===== src/rtl/pll_bringup_sequencer.sv =====
// pll_bringup_sequencer: reset/enable/settle/measure/lock sequencing for the
// ring-oscillator PLL, with loss-of-lock fallback to the oscillator clock.
module pll_bringup_sequencer #(
  parameter int RST_CYCLES      = 8,
  parameter int SETTLE_CYCLES   = 64,
  parameter int WIN_LOG2        = 4,
  parameter int LOCK_TOL        = 1,
  parameter int LOCK_WINDOWS    = 4,
  parameter int LOSS_WINDOWS    = 2,
  parameter int TIMEOUT_WINDOWS = 64
) (
  input  logic        clock,
  input  logic        resetb,
  input  logic        cfg_start,
  input  logic        cfg_stop,
  input  logic [4:0]  cfg_div,
  input  logic        cfg_dco,
  input  logic [25:0] cfg_ext_trim,
  input  logic        fb_tick,
  output logic        pll_resetb,
  output logic        pll_enable,
  output logic [4:0]  pll_div,
  output logic        pll_dco,
  output logic [25:0] pll_ext_trim,
  output logic        clk_sel,
  output logic        locked,
  output logic        busy,
  output logic        fail
);

  localparam int DMAX = (SETTLE_CYCLES > RST_CYCLES) ?
                        SETTLE_CYCLES : RST_CYCLES;
  localparam int DW = $clog2(DMAX + 1);
  localparam int GW = $clog2(LOCK_WINDOWS + 1);
  localparam int BW = $clog2(LOSS_WINDOWS + 1);
  localparam int TW = $clog2(TIMEOUT_WINDOWS + 1);

  typedef enum logic [2:0] {
    S_IDLE, S_RESET, S_SETTLE, S_MEASURE, S_LOCKED, S_FAIL
  } state_t;

  state_t              state;
  logic [DW-1:0]       dly;
  logic [WIN_LOG2-1:0] win;
  logic [5:0]          tcnt;
  logic [GW-1:0]       good_run;
  logic [BW-1:0]       bad_run;
  logic [TW-1:0]       total;

  logic [5:0] tcnt_nx;
  logic [6:0] cnt_w;
  logic [6:0] div_w;
  logic       win_end;
  logic       win_good;
  logic       monitor;

  // count includes a tick landing on the window's last cycle
  assign tcnt_nx  = (fb_tick && tcnt != 6'd63) ? tcnt + 6'd1 : tcnt;
  assign cnt_w    = {1'b0, tcnt_nx};
  assign div_w    = {2'b00, pll_div};
  assign win_end  = (win == '1);
  assign win_good = (cnt_w <= div_w + 7'(LOCK_TOL)) &&
                    (div_w <= cnt_w + 7'(LOCK_TOL));
  assign monitor  = (state == S_MEASURE) ||
                    (state == S_LOCKED && !pll_dco);

  always_ff @(posedge clock or negedge resetb) begin
    if (!resetb) begin
      state        <= S_IDLE;
      dly          <= '0;
      win          <= '0;
      tcnt         <= '0;
      good_run     <= '0;
      bad_run      <= '0;
      total        <= '0;
      pll_resetb   <= 1'b0;
      pll_enable   <= 1'b0;
      pll_div      <= '0;
      pll_dco      <= 1'b0;
      pll_ext_trim <= '0;
      clk_sel      <= 1'b0;
      locked       <= 1'b0;
      busy         <= 1'b0;
      fail         <= 1'b0;
    end else begin
      if (monitor) begin
        win  <= win + WIN_LOG2'(1);
        tcnt <= win_end ? '0 : tcnt_nx;
      end
      if (state != S_IDLE && cfg_stop) begin
        state      <= S_IDLE;
        pll_resetb <= 1'b0;
        pll_enable <= 1'b0;
        clk_sel    <= 1'b0;
        locked     <= 1'b0;
        busy       <= 1'b0;
      end else begin
        unique case (state)
          S_IDLE, S_FAIL: begin
            if (cfg_start && !cfg_stop) begin
              pll_div      <= cfg_div;
              pll_dco      <= cfg_dco;
              pll_ext_trim <= cfg_ext_trim;
              pll_resetb   <= 1'b0;
              pll_enable   <= 1'b0;
              fail         <= 1'b0;
              busy         <= 1'b1;
              dly          <= '0;
              state        <= S_RESET;
            end
          end
          S_RESET: begin
            if (dly == DW'(RST_CYCLES - 1)) begin
              dly        <= '0;
              pll_resetb <= 1'b1;
              pll_enable <= 1'b1;
              state      <= S_SETTLE;
            end else begin
              dly <= dly + DW'(1);
            end
          end
          S_SETTLE: begin
            if (dly == DW'(SETTLE_CYCLES - 1)) begin
              dly <= '0;
              if (pll_dco) begin
                state   <= S_LOCKED;
                locked  <= 1'b1;
                clk_sel <= 1'b1;
              end else if (pll_div == '0) begin
                state      <= S_FAIL;
                fail       <= 1'b1;
                busy       <= 1'b0;
                pll_enable <= 1'b0;
                pll_resetb <= 1'b0;
                clk_sel    <= 1'b0;
              end else begin
                state    <= S_MEASURE;
                win      <= '0;
                tcnt     <= '0;
                good_run <= '0;
                total    <= '0;
              end
            end else begin
              dly <= dly + DW'(1);
            end
          end
          S_MEASURE: begin
            if (win_end) begin
              if (win_good && good_run == GW'(LOCK_WINDOWS - 1)) begin
                state   <= S_LOCKED;
                bad_run <= '0;
                locked  <= 1'b1;
                clk_sel <= 1'b1;
              end else if (total == TW'(TIMEOUT_WINDOWS - 1)) begin
                state      <= S_FAIL;
                fail       <= 1'b1;
                busy       <= 1'b0;
                pll_enable <= 1'b0;
                pll_resetb <= 1'b0;
                clk_sel    <= 1'b0;
              end else begin
                total    <= total + TW'(1);
                good_run <= win_good ? good_run + GW'(1) : '0;
              end
            end
          end
          S_LOCKED: begin
            if (monitor && win_end) begin
              if (win_good) begin
                bad_run <= '0;
              end else if (bad_run == BW'(LOSS_WINDOWS - 1)) begin
                state    <= S_MEASURE;
                locked   <= 1'b0;
                clk_sel  <= 1'b0;
                bad_run  <= '0;
                good_run <= '0;
                total    <= '0;
              end else begin
                bad_run <= bad_run + BW'(1);
              end
            end
          end
          default: ;
        endcase
      end
    end
  end

endmodule

===== config.mk =====
export PLATFORM = sky130hd
export DESIGN_NAME = pll_bringup_sequencer
export DESIGN_NICKNAME = d
export VERILOG_FILES = /design/src/rtl/pll_bringup_sequencer.sv
export SDC_FILE = /design/constraint.sdc
export NUM_CORES = 1
export LEC_CHECK = 0
export ABC_AREA = 1
export BUFFER_PORTS_ARGS = -buffer_cell sky130_fd_sc_hd__buf_2
export CAP_MARGIN = 20
export CORE_ASPECT_RATIO = 1.5
export CORE_MARGIN = 2
export CORE_UTILIZATION = 61
export DETAILED_ROUTE_END_ITERATION = 10
export HOLD_SLACK_MARGIN = 0.08
export PLACE_DENSITY = 0.89
export SETUP_SLACK_MARGIN = 0.1
export SLEW_MARGIN = 20
export SYNTH_ARGS = -nofsm -noshare
export SYNTH_HDL_FRONTEND = slang
export SYNTH_SLANG_ARGS = --single-unit

===== constraint.sdc =====
create_clock -name clock -period 6.35 [get_ports clock]
set_input_delay 0.3175 -clock clock [delete_from_list [all_inputs] [get_ports clock]]
set_output_delay 0.3175 -clock clock [all_outputs]
set_load 0.005 [all_outputs]

; ---- Word-level counts from Yosys, hierarchy flattened
; Index checks and enable logic that the tools add are counted.
[totals]
register_bits = 69
latchBits = 0
mem_bits_rw = 0
romBits = 0
out_inout_bits = 38
wordCells = 191
memories = 0
[op_classes]
addsub = 8
multipliers = 0
div_mod_pow = 0
order_cmp = 2
eq_ne = 40
n_shift = 0
muxes = 93
bitwise_logic = 1
n_reduce_logical = 32
[ops]
columns = cell, n
row1 = $mux 7, 12
row2 = $mux 3, 22
row3 = $mux 6, 8
row4 = $pmux 7 s3, 2
row5 = $mux 1, 30
row6 = $reduce_and 9->1, 3
row7 = $mux 4, 6
row8 = $reduce_and 8->1, 3
row9 = $ne 3x3->1 const B, 7
row10 = $ne 2x2->1 const B, 9
row11 = $pmux 3 s5, 1
row12 = $add 7x1->7 const B, 2
row13 = $eq 7x6->1 const B, 2
row14 = $ne 3x1->1 const B, 4
row15 = $pmux 1 s3, 4
row16 = $reduce_bool 3->1, 4
row17 = $reduce_and 11->1, 1
row18 = $mux 2, 5
row19 = $eq 3x2->1 const B, 3
row20 = $pmux 3 s3, 1
row21 = $ne 2x1->1 const B, 4
row22 = $reduce_bool 4->1, 2
row23 = $add 6x1->7 const B, 1
row24 = $eq 7x3->1 const B, 1
row25 = other kinds (29), 39

; ---- Longest topological paths before layout
; Gate-level depths: netlist of the first run.
[logic_depth]
word_depth = 11
depth_mapped = 22

; ---- Least setup slack after synthesis of the first run
; Ideal clock, no wire load.
[synth_path]
path_type = register to register
startpoint = reg tcnt[0]
endpoint = reg total[0]
setup_time_ns = 0.122
t_arrival_ns = 2.787
required_ns = 6.228
setup_slack_ns = 3.441
path_stages_with_launch = 20
period_less_slack_ns = 2.909
cell_sequence = dfrtp_1 ha_1 nand3_4 nor2_2 nor2_2 nand2_2 nand2_4 nor2_2 nand3_1 nand2_1 ha_1 nand2_1 o21a_1 a21oi_2 nand3_2 nand3_1 nand2_2 a21oi_4 buf_8 a21oi_2
[synth_between]
elab_chain_cells = 9
word_cells_on_any_way = 12
[synth_rtl]
columns = item, line
row1 = start: declaration, 45  ; logic [5:0] tcnt;
row2 = start signal: assignment, 88  ; tcnt <= win_end ? '0 : tcnt_nx;
row3 = "parallel branches: the longest is 2 deep, another holds $add 6x1->6", -
row4 = $mux 6 (*), 58  ; assign tcnt_nx = (fb_tick && tcnt != 6'd63) ? tcnt + 6'd1 : tcnt;
row5 = $add 6x1->7, 63  ; (div_w <= cnt_w + 7'(LOCK_TOL));
row6 = $le 5x7->1, 63
row7 = $logic_and 1x1->1 (*), 62  ; assign win_good = (cnt_w <= div_w + 7'(LOCK_TOL)) &&
row8 = $logic_and 1x1->1, 149  ; if (win_good && good_run == GW'(LOCK_WINDOWS - 1)) begin
row9 = $ne 2x2->1 (no line), -
row10 = $reduce_and 11->1 (no line) (*), -
row11 = end signal: assignment, 162  ; total <= total + TW'(1);
row12 = end: declaration, 48  ; logic [TW-1:0] total;
; Every way passes the cells marked *.
; A chain may end at the register's enable or synchronous reset.

; ---- Worst setup path after layout of the first run
[layout_path]
startpoint = reg tcnt[0]
endpoint = reg total[2]
; The elaborated chain is that of the path after synthesis.

==> flow_summary.json, run 1 <==
{
  "max_freq_mhz": 282,
  "place_area_um2": 4530,
  "layout_setup_ws_ns": 2.80,
  "synth_top_area_cell": "dfrtp_1",
  "relSlewSlack_pct": 40.6,
  "cts_max_path_buffers": 2,
  "synth_cell_types": 45,
  "ys_seq_area_share_pct": 41.9,
  "crit_type": "reg2reg",
  "die_width_um": 71.1,
  "ir_worst_vdd_uv": 275,
  "ys_warn_count": 0,
  "grt_usage_pct": 27.8,
  "vias_per_cell": 5.61,
  "cts_tree": "yes",
  "end_kind": "flop",
  "cts_max_level": 3,
  "synth_common_cells": "nand2_1, dfrtp_1, inv_1, nor2_1, nand3_1",
  "slowest_delay_ns": 0.47,
  "syn_area_um2": 4130,
  "synthFlopType": "dfrtp_1",
  "required_ns": 6.64,
  "ff2ff_path_depth": 21,
  "clock_skew_ns": 0.00927,
  "synth_cells": 541,
  "syn2layout_area_growth_pct": 14.5,
  "drtIter0Drc": 265,
  "cpMostUsedCell": "nand2_1",
  "period_minus_slack_ns": 3.55,
  "core-area_um2": 6530,
  "finalSetupTns_ns": 0,
  "dp_hpwl_um": 7340,
  "antenna_cells": 0,
  "min_path_type": "in2async",
  "fin_crit_sh_pct": 55.9,
  "initial_core_util_pct": 63.2,
  "vias": 3909,
  "path_delay_family": "simple AND/OR/NAND/NOR gates",
  "die_h_um": 105,
  "grt_pass1_wl_um": 16700,
  "slew_viol_final": 0,
  "synth_area_leaders": "dfrtp_1, nand2_1, ha_1, inv_1, nand3_1",
  "firstDrtPassIters": 6,
  "syn_nets": 595,
  "wl_per_cell_um": 14.2,
  "ctsResizeCount": 0,
  "preCtsSetupSlack_ns": 2.88,
  "ant_nets": 0,
  "arrival_ns": 3.84,
  "cts_made_buffers": 9,
  "critPathLaunch": "tcnt[0]",
  "setup_viol": 0,
  "ys_async_sr_fraction_pct": 100,
  "cp_cell_sequence": "ha_1 > nand3_4 > nor2_2 > nor2_2 > nand2_1 > nand2_1 > nor2_1 > nand2_1 > nand3_1 > nand2_1 > ha_1 > nand2_1 > nor2_1 > nand2_1 > a21oi_2 > nand3_2 > nand3_1 > nand2_2 > a21oi_4 > nand2_1 > o21ai_2",
  "rsz0062_at_grt": "no",
  "synth_area_per_cell_um2": 7.63,
  "max_cap_viol_count": 0,
  "worstSetupPathDepth": 21,
  "postLayoutCoreUtil_pct": 72.3,
  "globalplace.congestion": 0.986,
  "power_leakage_nw": 2.50,
  "rows": 36,
  "clock_sinks": 69,
  "cp.buffers_inverters": 0,
  "regArea_um2": 1730,
  "grt_start_max_net_pins": 70,
  "hold_buffers": 0,
  "drc": 0,
  "overflow": 0,
  "antenna_found_initial": 0,
  "pin_count": 75,
  "status": "complete, no violations",
  "worst_r2r_startpoint": "tcnt[0]",
  "postCtsSetupBuffers": 0,
  "cts-root-buf": "clkbuf_8",
  "power_mw": 2.21,
  "worst_pin_slew_ns": 0.891,
  "multi_input_area_um2": 2080,
  "n_fill_cell": 507,
  "synth-edff-count": 0,
  "drt-total-wl_um": 9930,
  "clk_latency_ns": 0.36,
  "drive_gt1_share_pct": 22.9,
  "die_area_um2": 7450,
  "cpMaxStageDelayCell": "dfrtp_1",
  "cts.clk_slew.worst_paths_ns": 0.08,
  "grt_pass1_vias": 3881,
  "finalHoldViolCount": 0,
  "ys_ff_latch": 69,
  "fin_area_um2": 4720,
  "power_density_nw_per_um2": 468,
  "startpoint_type": "flop",
  "cp_max_fo": 16,
  "io_buffers": 74,
  "nNetsFinal": 670,
  "synth.top_cell.area_share_pct": 41.9,
  "yosysMostFrequentCell": "nand2_1"
}
## stage by stage
stage / hold WS, ns / instances
2_1_floorplan: 0.0219 / 541
5_1_grt: 0.156 / 697
4_1_cts: 0.144 / 697
3_3_place_gp: 0.456 / 681
3_5_place_dp: 0.460 / 681
6_report: 0.141 / 697
## worst paths after layout
path | endpoint | slack, ns
setup / recovery | total[2] | 2.80
hold / removal | tcnt[0] | 0.14
setup reg to reg | total[2] | 2.80
hold reg to reg | pll_ext_trim[12] | 0.47
max in group asynchronous | state[2] | 5.62
min in group clock | pll_ext_trim[4] | 0.15
## power by group
group / total [mW] / switching, mW / internal, mW
combinational: 1.09 / 0.681 / 0.412
clock: 0.352 / 0.171 / 0.180
sequential: 0.766 / 0.154 / 0.612
total: 2.21 / 1.01 / 1.20
## cell families (layout without fill, tap and decap cells)
logic type | Yosys count | count (layout) | synth area share, %
AO/OA/AOI/OAI | 75 | 75 | 12.2
XOR/XNOR | 8 | 8 | 1.70
adder cells (fa/ha/maj) | 17 | 17 | 5.16
buffers and inverters | 78 | 158 | 7.79
flip-flops | 69 | 69 | 41.9
AND/OR/NAND/NOR | 294 | 294 | 31.3
## placed cells by master, fill, tap and decap left out, drive strengths merged, types with 5 or more instances in the layout
| cell type | synthesis | routed |
|---|---|---|
| inv | 66 | 66 |
| buf | 6 | 76 |
| dfrtp | 69 | 69 |
| o21ai | 36 | 36 |
| nand2 | 189 | 189 |
| nor2 | 49 | 49 |
| nand4 | 5 | 5 |
| ha | 17 | 17 |
| a21oi | 26 | 26 |
| clkbuf | 6 | 10 |
| nand3 | 35 | 35 |
| nor3 | 8 | 8 |
## cell type report
class,instances,area share [%]
multi-input combinational,394,44.0
sequential,69,36.6
timing repair buffer,76,8.16
inverter,66,5.25
clock buffer,10,2.70
tap,76,2.01
clock inverter,6,1.35
## sequential cells by signal, summed over array words and instances, names as in the netlist, 2 cells and up
| name | cells |
|---|---|
| pll_div | 5 |
| win | 4 |
| bad_run | 2 |
| tcnt | 6 |
| good_run | 3 |
| total | 7 |
| dly | 7 |
| state | 3 |
| pll_ext_trim | 26 |
## layer usage
| layer | up-vias | track usage (%) | wire length (um) |
|---|---|---|---|
| met5 | - | 0 | 0 |
| met4 | 0 | 17.3 | 477 |
| met3 | 56 | 4.73 | 461 |
| met2 | 148 | 48.9 | 5330 |
| met1 | 1826 | 30.2 | 3660 |
| li1 | 1879 | - | - |
Note: power is estimated with default switching activity, not from simulation.
==> inputs of run 2 (changes only) <==
CORE_UTILIZATION = 51   (was 61)
PLACE_DENSITY = 0.8   (was 0.89)
clock period = 2.9 ns   (was 6.35 ns; I/O delays follow)
==> run 2 against run 1 <==
The run now ends with negative setup slack left. Sequential share of layout area shrank 6.4 points. Highest routed layer unchanged. Flip-flop and latch count is the same. Via count grew 10%. Die area grew 19%. Clock-buffer cell count shrank 1. Register-to-register slack lost 3.0 ns. Total power grew to 2.8 times the previous value. Global-route usage shrank 0.21 points. Largest cell class unchanged.
==> flow_summary.json, run 2 (synthesis results as in run 1) <==
{
  "stdcell_count": 782,
  "vias": 4306,
  "whs_path_depth": 4,
  "largest_reg_flops": 26,
  "clk_latency_ns": 0.34,
  "postLayoutCoreUtil_pct": 72.4,
  "drc": 0,
  "drtIter0Drc": 370,
  "reg2reg_to": "bad_run[0]",
  "finalSetupTns_ns": -3.65,
  "ant_nets": 0,
  "rows": 40,
  "clock_skew_ns": 0.00552,
  "required_ns": 3.16,
  "cts_max_level": 3,
  "grt_pass1_wl_um": 19200,
  "cts_max_path_buffers": 2,
  "ir_worst_vdd_uv": 759,
  "max_cap_viol_count": 0,
  "drive_gt1_share_pct": 31.2,
  "cts.clk_slew.worst_paths_ns": 0.06,
  "grt_start_max_net_pins": 44,
  "startpoint_type": "flop",
  "antenna_found_initial": 0,
  "firstDrtPassIters": 7,
  "max_freq_mhz": 318,
  "slew_viol_final": 0,
  "setup_viol": 20,
  "clock_sinks": 69,
  "top_regs": "pll_ext_trim: 26 flops, dly: 7 flops, total: 7 flops",
  "arrival_ns": 3.41,
  "die_area_um2": 8840,
  "top_register": "pll_ext_trim",
  "pin_count": 75,
  "rsz0062_at_grt": "yes",
  "antenna_cells": 0,
  "grt.busiest_layer": "met2",
  "place_area_um2": 4690,
  "vias_per_cell": 5.51,
  "drt-total-wl_um": 12800,
  "die_h_um": 114,
  "power_mw": 6.16,
  "end_kind": "flop",
  "grt_usage_pct": 27.6,
  "syn2layout_area_growth_pct": 38.9,
  "dp_hpwl_um": 7430,
  "initial_core_util_pct": 52.2,
  "final_cell_mix": "nand2_1, buf_2, dfrtp_1",
  "grt_pass1_vias": 4341,
  "use_met3_pct": 5.44,
  "finalHoldViolCount": 0,
  "crit_type": "reg2reg",
  "power_leakage_nw": 2.87,
  "multi_input_area_um2": 2360,
  "overflow": 0,
  "worst_r2r_startpoint": "tcnt[1]",
  "status": "finished with violations",
  "min_path_type": "in2reg",
  "min_to": "pll_enable",
  "cts-root-buf": "clkbuf_16",
  "preCtsSetupSlack_ns": -0.0434,
  "period_minus_slack_ns": 3.15,
  "met2_usage_pct": 50.7,
  "dp_cells": 721,
  "failed_checks": "negative setup slack",
  "min_from": "cfg_stop",
  "globalplace.congestion": 0.885,
  "wl_per_cell_um": 16.3,
  "rrSetupSlack_ns": -0.25,
  "ff2ff_path_depth": 19,
  "io_buffers": 74,
  "whs_ns": 0.196,
  "core-area_um2": 7910,
  "relSlewSlack_pct": 58.9,
  "worst_pin_slew_ns": 0.608,
  "cts_tree": "yes",
  "regArea_um2": 1730,
  "nNetsFinal": 727,
  "cts_made_buffers": 9,
  "power_density_nw_per_um2": 1070,
  "cp_max_fo": 6,
  "final_common_cell": "nand2_1",
  "n_fill_cell": 560,
  "layout_setup_ws_ns": -0.248,
  "fin_area_um2": 5730,
  "fin_crit_sh_pct": 109,
  "use_met1_pct": 27.9,
  "die_width_um": 77.4
}
## run 2: changes by cell type in the layout (fill, tap and decap cells not counted), sizes merged
cell and delta:
clkinv -1, buf +23, bufinv +1, dlygate4sd3 +33
## run 2: layout make-up
cell class / count / area share (%)
Tap cell: 105 / 2.29
Clock buffer: 9 / 3.93
Timing Repair Buffer: 133 / 16.5
Multi-Input combinational cell: 394 / 41.2
Clock inverter: 6 / 1.55
Sequential cell: 69 / 30.2
Inverter: 66 / 4.33
## run 2: per-layer routing
layer	up-vias	routed length (um)
li1	2000	-
met1	2009	4510
met2	219	6730
met3	78	688
met4	0	847
met5	-	0
## run 2: worst max-delay path, stage by stage, from the launching register on
cell,delay [ns]
dfrtp_1,0.42
ha_4,0.18
nand3_4,0.11
o21bai_4,0.26
nand2_2,0.13
nand2_4,0.11
nor2_4,0.06
nand2_2,0.09
nand2_1,0.10
ha_4,0.31
a21oi_1,0.06
o21a_1,0.22
a21oi_4,0.20
nand3_4,0.13
buf_4,0.17
nand2_1,0.09
inv_2,0.06
nor3_2,0.16
nor2_2,0.08
a21oi_1,0.12
## run 2: what timing repair did
item | CTS | global route
pin swaps | 13 | 23
setup buffers | 7 | 4
gates resized for setup | 26 | 39
endpoints found under the hold margin | 73 | 0
gates cloned | 1 | 0
hold buffers | 33 | 0
setup endpoints to repair | 19 | 20
## run 2: worst max path at each step
stage / from / endpoint / slack, ns / depth (start not counted)
2_1_floorplan: tcnt[1] / total[0] / 0.10 / 20
3_3_place_gp: tcnt[0] / total[4] / 0.03 / 19
3_5_place_dp: tcnt[1] / total[4] / -0.04 / 21
4_1_cts: tcnt[1] / total[5] / -0.02 / 19
5_1_grt: tcnt[1] / bad_run[0] / -0.37 / 22
6_report: tcnt[1] / bad_run[0] / -0.25 / 19
## run 2: report_power, final
group	switching [mW]	internal [mW]	total, mW	leakage (nW)
clock network	0.418	0.747	1.16	0.147
logic	1.95	1.33	3.28	1.85
registers	0.368	1.35	1.71	0.879
total	2.74	3.42	6.16	2.87
==> inputs of run 3 (changes only) <==
BUFFER_PORTS_ARGS = not set   (was -buffer_cell sky130_fd_sc_hd__buf_2)
CORE_UTILIZATION = 58   (was 51)
DONT_BUFFER_PORTS = 1   (was not set)
PLACE_DENSITY = 0.79   (was 0.8)
==> run 3 against run 2 <==
The run still ends with negative setup slack left. Sequential share of layout area rose by 2.6 points. Critical endpoint is now good_run[1]. Die area fell by 12%. Sequential power grew 4%. Clock power down 21%. Largest cell class unchanged. Clock-buffer cell count rose by 1. Register-to-register slack barely moved. Via count fell by 7.1%. Final area shrank 7.8%. Setup slack better by 0.0095 ns. Flip-flop and latch count stayed put. Critical path depth increased by 2.
==> flow_summary.json, run 3 (synthesis results as in run 1) <==
{
  "cts_tree": "yes",
  "routed.top_layer": "met4",
  "rsz0062_at_grt": "yes",
  "die_width_um": 72.9,
  "initial_core_util_pct": 59.8,
  "wl_met3_um": 693,
  "clock_sinks": 69,
  "worst_r2r_startpoint": "tcnt[1]",
  "worst_pin_slew_ns": 0.776,
  "layout_setup_ws_ns": -0.239,
  "firstDrtPassIters": 6,
  "io_buffers": 0,
  "final_common_cell": "nand2_1",
  "drc": 0,
  "arrival_ns": 3.40,
  "final_cell_mix": "nand2_1, dfrtp_1, inv_1",
  "required_ns": 3.16,
  "cts_max_level": 3,
  "startpoint_type": "flop",
  "grt_pass1_wl_um": 18900,
  "clk_latency_ns": 0.37,
  "power_mw": 5.63,
  "syn2layout_area_growth_pct": 28.0,
  "vias_per_cell": 5.78,
  "globalplace.congestion": 0.931,
  "internal_power_mw": 3.07,
  "clock_skew_ns": 0.0109,
  "fin_crit_sh_pct": 108,
  "grt_start_max_net_pins": 70,
  "status": "finished with violations",
  "slew_viol_final": 0,
  "ir_worst_vdd_uv": 673,
  "grt_usage_pct": 31.5,
  "nNetsFinal": 663,
  "end_kind": "flop",
  "period_minus_slack_ns": 3.14,
  "power_density_nw_per_um2": 1070,
  "wl_per_cell_um": 16.9,
  "max_freq_mhz": 319,
  "largest_reg_flops": 26,
  "top_register": "pll_ext_trim",
  "p_sw_mw": 2.56,
  "cts-root-buf": "clkbuf_8",
  "relSlewSlack_pct": 47.6,
  "cp_max_fo": 8,
  "top_regs": "pll_ext_trim: 26 flops, dly: 7 flops, total: 7 flops",
  "min_path_type": "in2reg",
  "die_area_um2": 7820,
  "antenna_cells": 0,
  "setup_viol": 20,
  "endpoint": "good_run[1]",
  "crit_type": "reg2reg",
  "drive_gt1_share_pct": 22.3,
  "switching_share_pct": 45.5,
  "core-area_um2": 6900,
  "n_fill_cell": 429,
  "drt-total-wl_um": 11700,
  "ff2ff_path_depth": 21,
  "seqPwrFrac_pct": 31.5,
  "postLayoutCoreUtil_pct": 76.5,
  "finalSetupTns_ns": -3.23,
  "grt_pass1_vias": 4121,
  "max_cap_viol_count": 0,
  "finalHoldViolCount": 0,
  "die_h_um": 107,
  "pwr-share-comb_pct": 52.2,
  "antenna_found_initial": 0,
  "rrSetupSlack_ns": -0.24,
  "cts_made_buffers": 9,
  "ant_nets": 0,
  "failed_checks": "negative setup slack",
  "critPathLaunch": "tcnt[1]",
  "cts.clk_slew.worst_paths_ns": 0.08,
  "power_leakage_nw": 2.57,
  "pin_count": 75,
  "cts_max_path_buffers": 2,
  "dp_hpwl_um": 6960,
  "vias": 4002,
  "route.met2.wl_um": 6290,
  "rows": 37,
  "drtIter0Drc": 231,
  "overflow": 0,
  "wl_met1_um": 4150,
  "p_clk_share_pct": 16.4,
  "reg2reg_to": "good_run[1]"
}
-- run 3: cell count changes in the layout (fill, tap and decap cells not counted), sizes merged --
cell and delta:
buf -64, clkinv -1, clkinvlp -1, dlygate4sd3 +1
inv +2
-- run 3: worst min-delay path by stage --
stage             start    endpoint  slack [ns]  cells past startpoint
2_1_floorplan    resetb  bad_run[0]       -0.15                      0
3_5_place_dp     resetb     tcnt[3]       -0.15                      0
4_1_cts        cfg_stop        busy        0.17                      5
3_3_place_gp     resetb     tcnt[0]       -0.15                      0
6_report       cfg_stop        busy        0.20                      5
5_1_grt        cfg_stop  pll_enable        0.21                      5
-- run 3: critical path, stage by stage, from the launching register on --
cell and delay [ns]:
dfrtp_1 0.39, ha_4 0.16, nand3_4 0.11, o21bai_4 0.21, buf_12 0.15, o21ai_4 0.08
nor2_4 0.14, nand2_2 0.07, nand2_1 0.09, nand2_1 0.09, ha_4 0.28, nand2_1 0.06
nor2_2 0.10, nand2_1 0.08, a21oi_2 0.19, nand3_4 0.14, nand3_4 0.13, inv_4 0.05
a21oi_4 0.16, buf_6 0.13, buf_16 0.13, o21ai_4 0.06
-- run 3: stage by stage --
stage                     worst slack, ns  hold WS [ns]  area, um^2  std cells
after global placement             0.0235        -0.148        4360        628
after floorplan                     0.104        -0.151        4150        541
after global routing               -0.385         0.209        5280        692
after detailed placement           -0.118        -0.148        4360        628
after CTS                         -0.0688         0.165        5150        688
final                              -0.239         0.198        5280        692
-- run 3: area by class of cell --
type                            instances  area [um^2]  share of cell area (%)
Timing Repair Buffer                   69          676                    12.8
Clock buffer                           10          138                    2.61
Sequential cell                        69         1730                    32.8
Inverter                               66          250                    4.74
Multi-Input combinational cell        394         2290                    43.5
Tap cell                               78         97.6                    1.85
Clock inverter                          6         93.8                    1.78
-- run 3: power by group through the flow --
| stage | registers (mW) | logic [mW] | clock network, mW |
|---|---|---|---|
| 2_1_floorplan | 1.65 | 1.68 | 0 |
| 3_3_place_gp | 1.74 | 2.13 | 0 |
| 3_5_place_dp | 1.74 | 2.23 | 0 |
| 4_1_cts | 1.74 | 2.59 | 0.921 |
| 5_1_grt | 1.81 | 3.20 | 0.969 |
| 6_report | 1.77 | 2.94 | 0.921 |
-- run 3: per-layer routing --
layer  vias up  track usage (%)
met5         -                0
met4         0             17.3
met3        57             8.43
met2       180             54.5
met1      1892             34.2
li1       1873                -
-- run 3: what timing repair did --
| item | in CTS | in global routing |
|---|---|---|
| setup buffers | 8 | 4 |
| pin swaps | 5 | 14 |
| hold endpoints to repair | 102 | 0 |
| setup endpoints to repair | 19 | 20 |
| cloned | 1 | 0 |
| hold buffers | 35 | 0 |
| resized for setup | 27 | 24 |
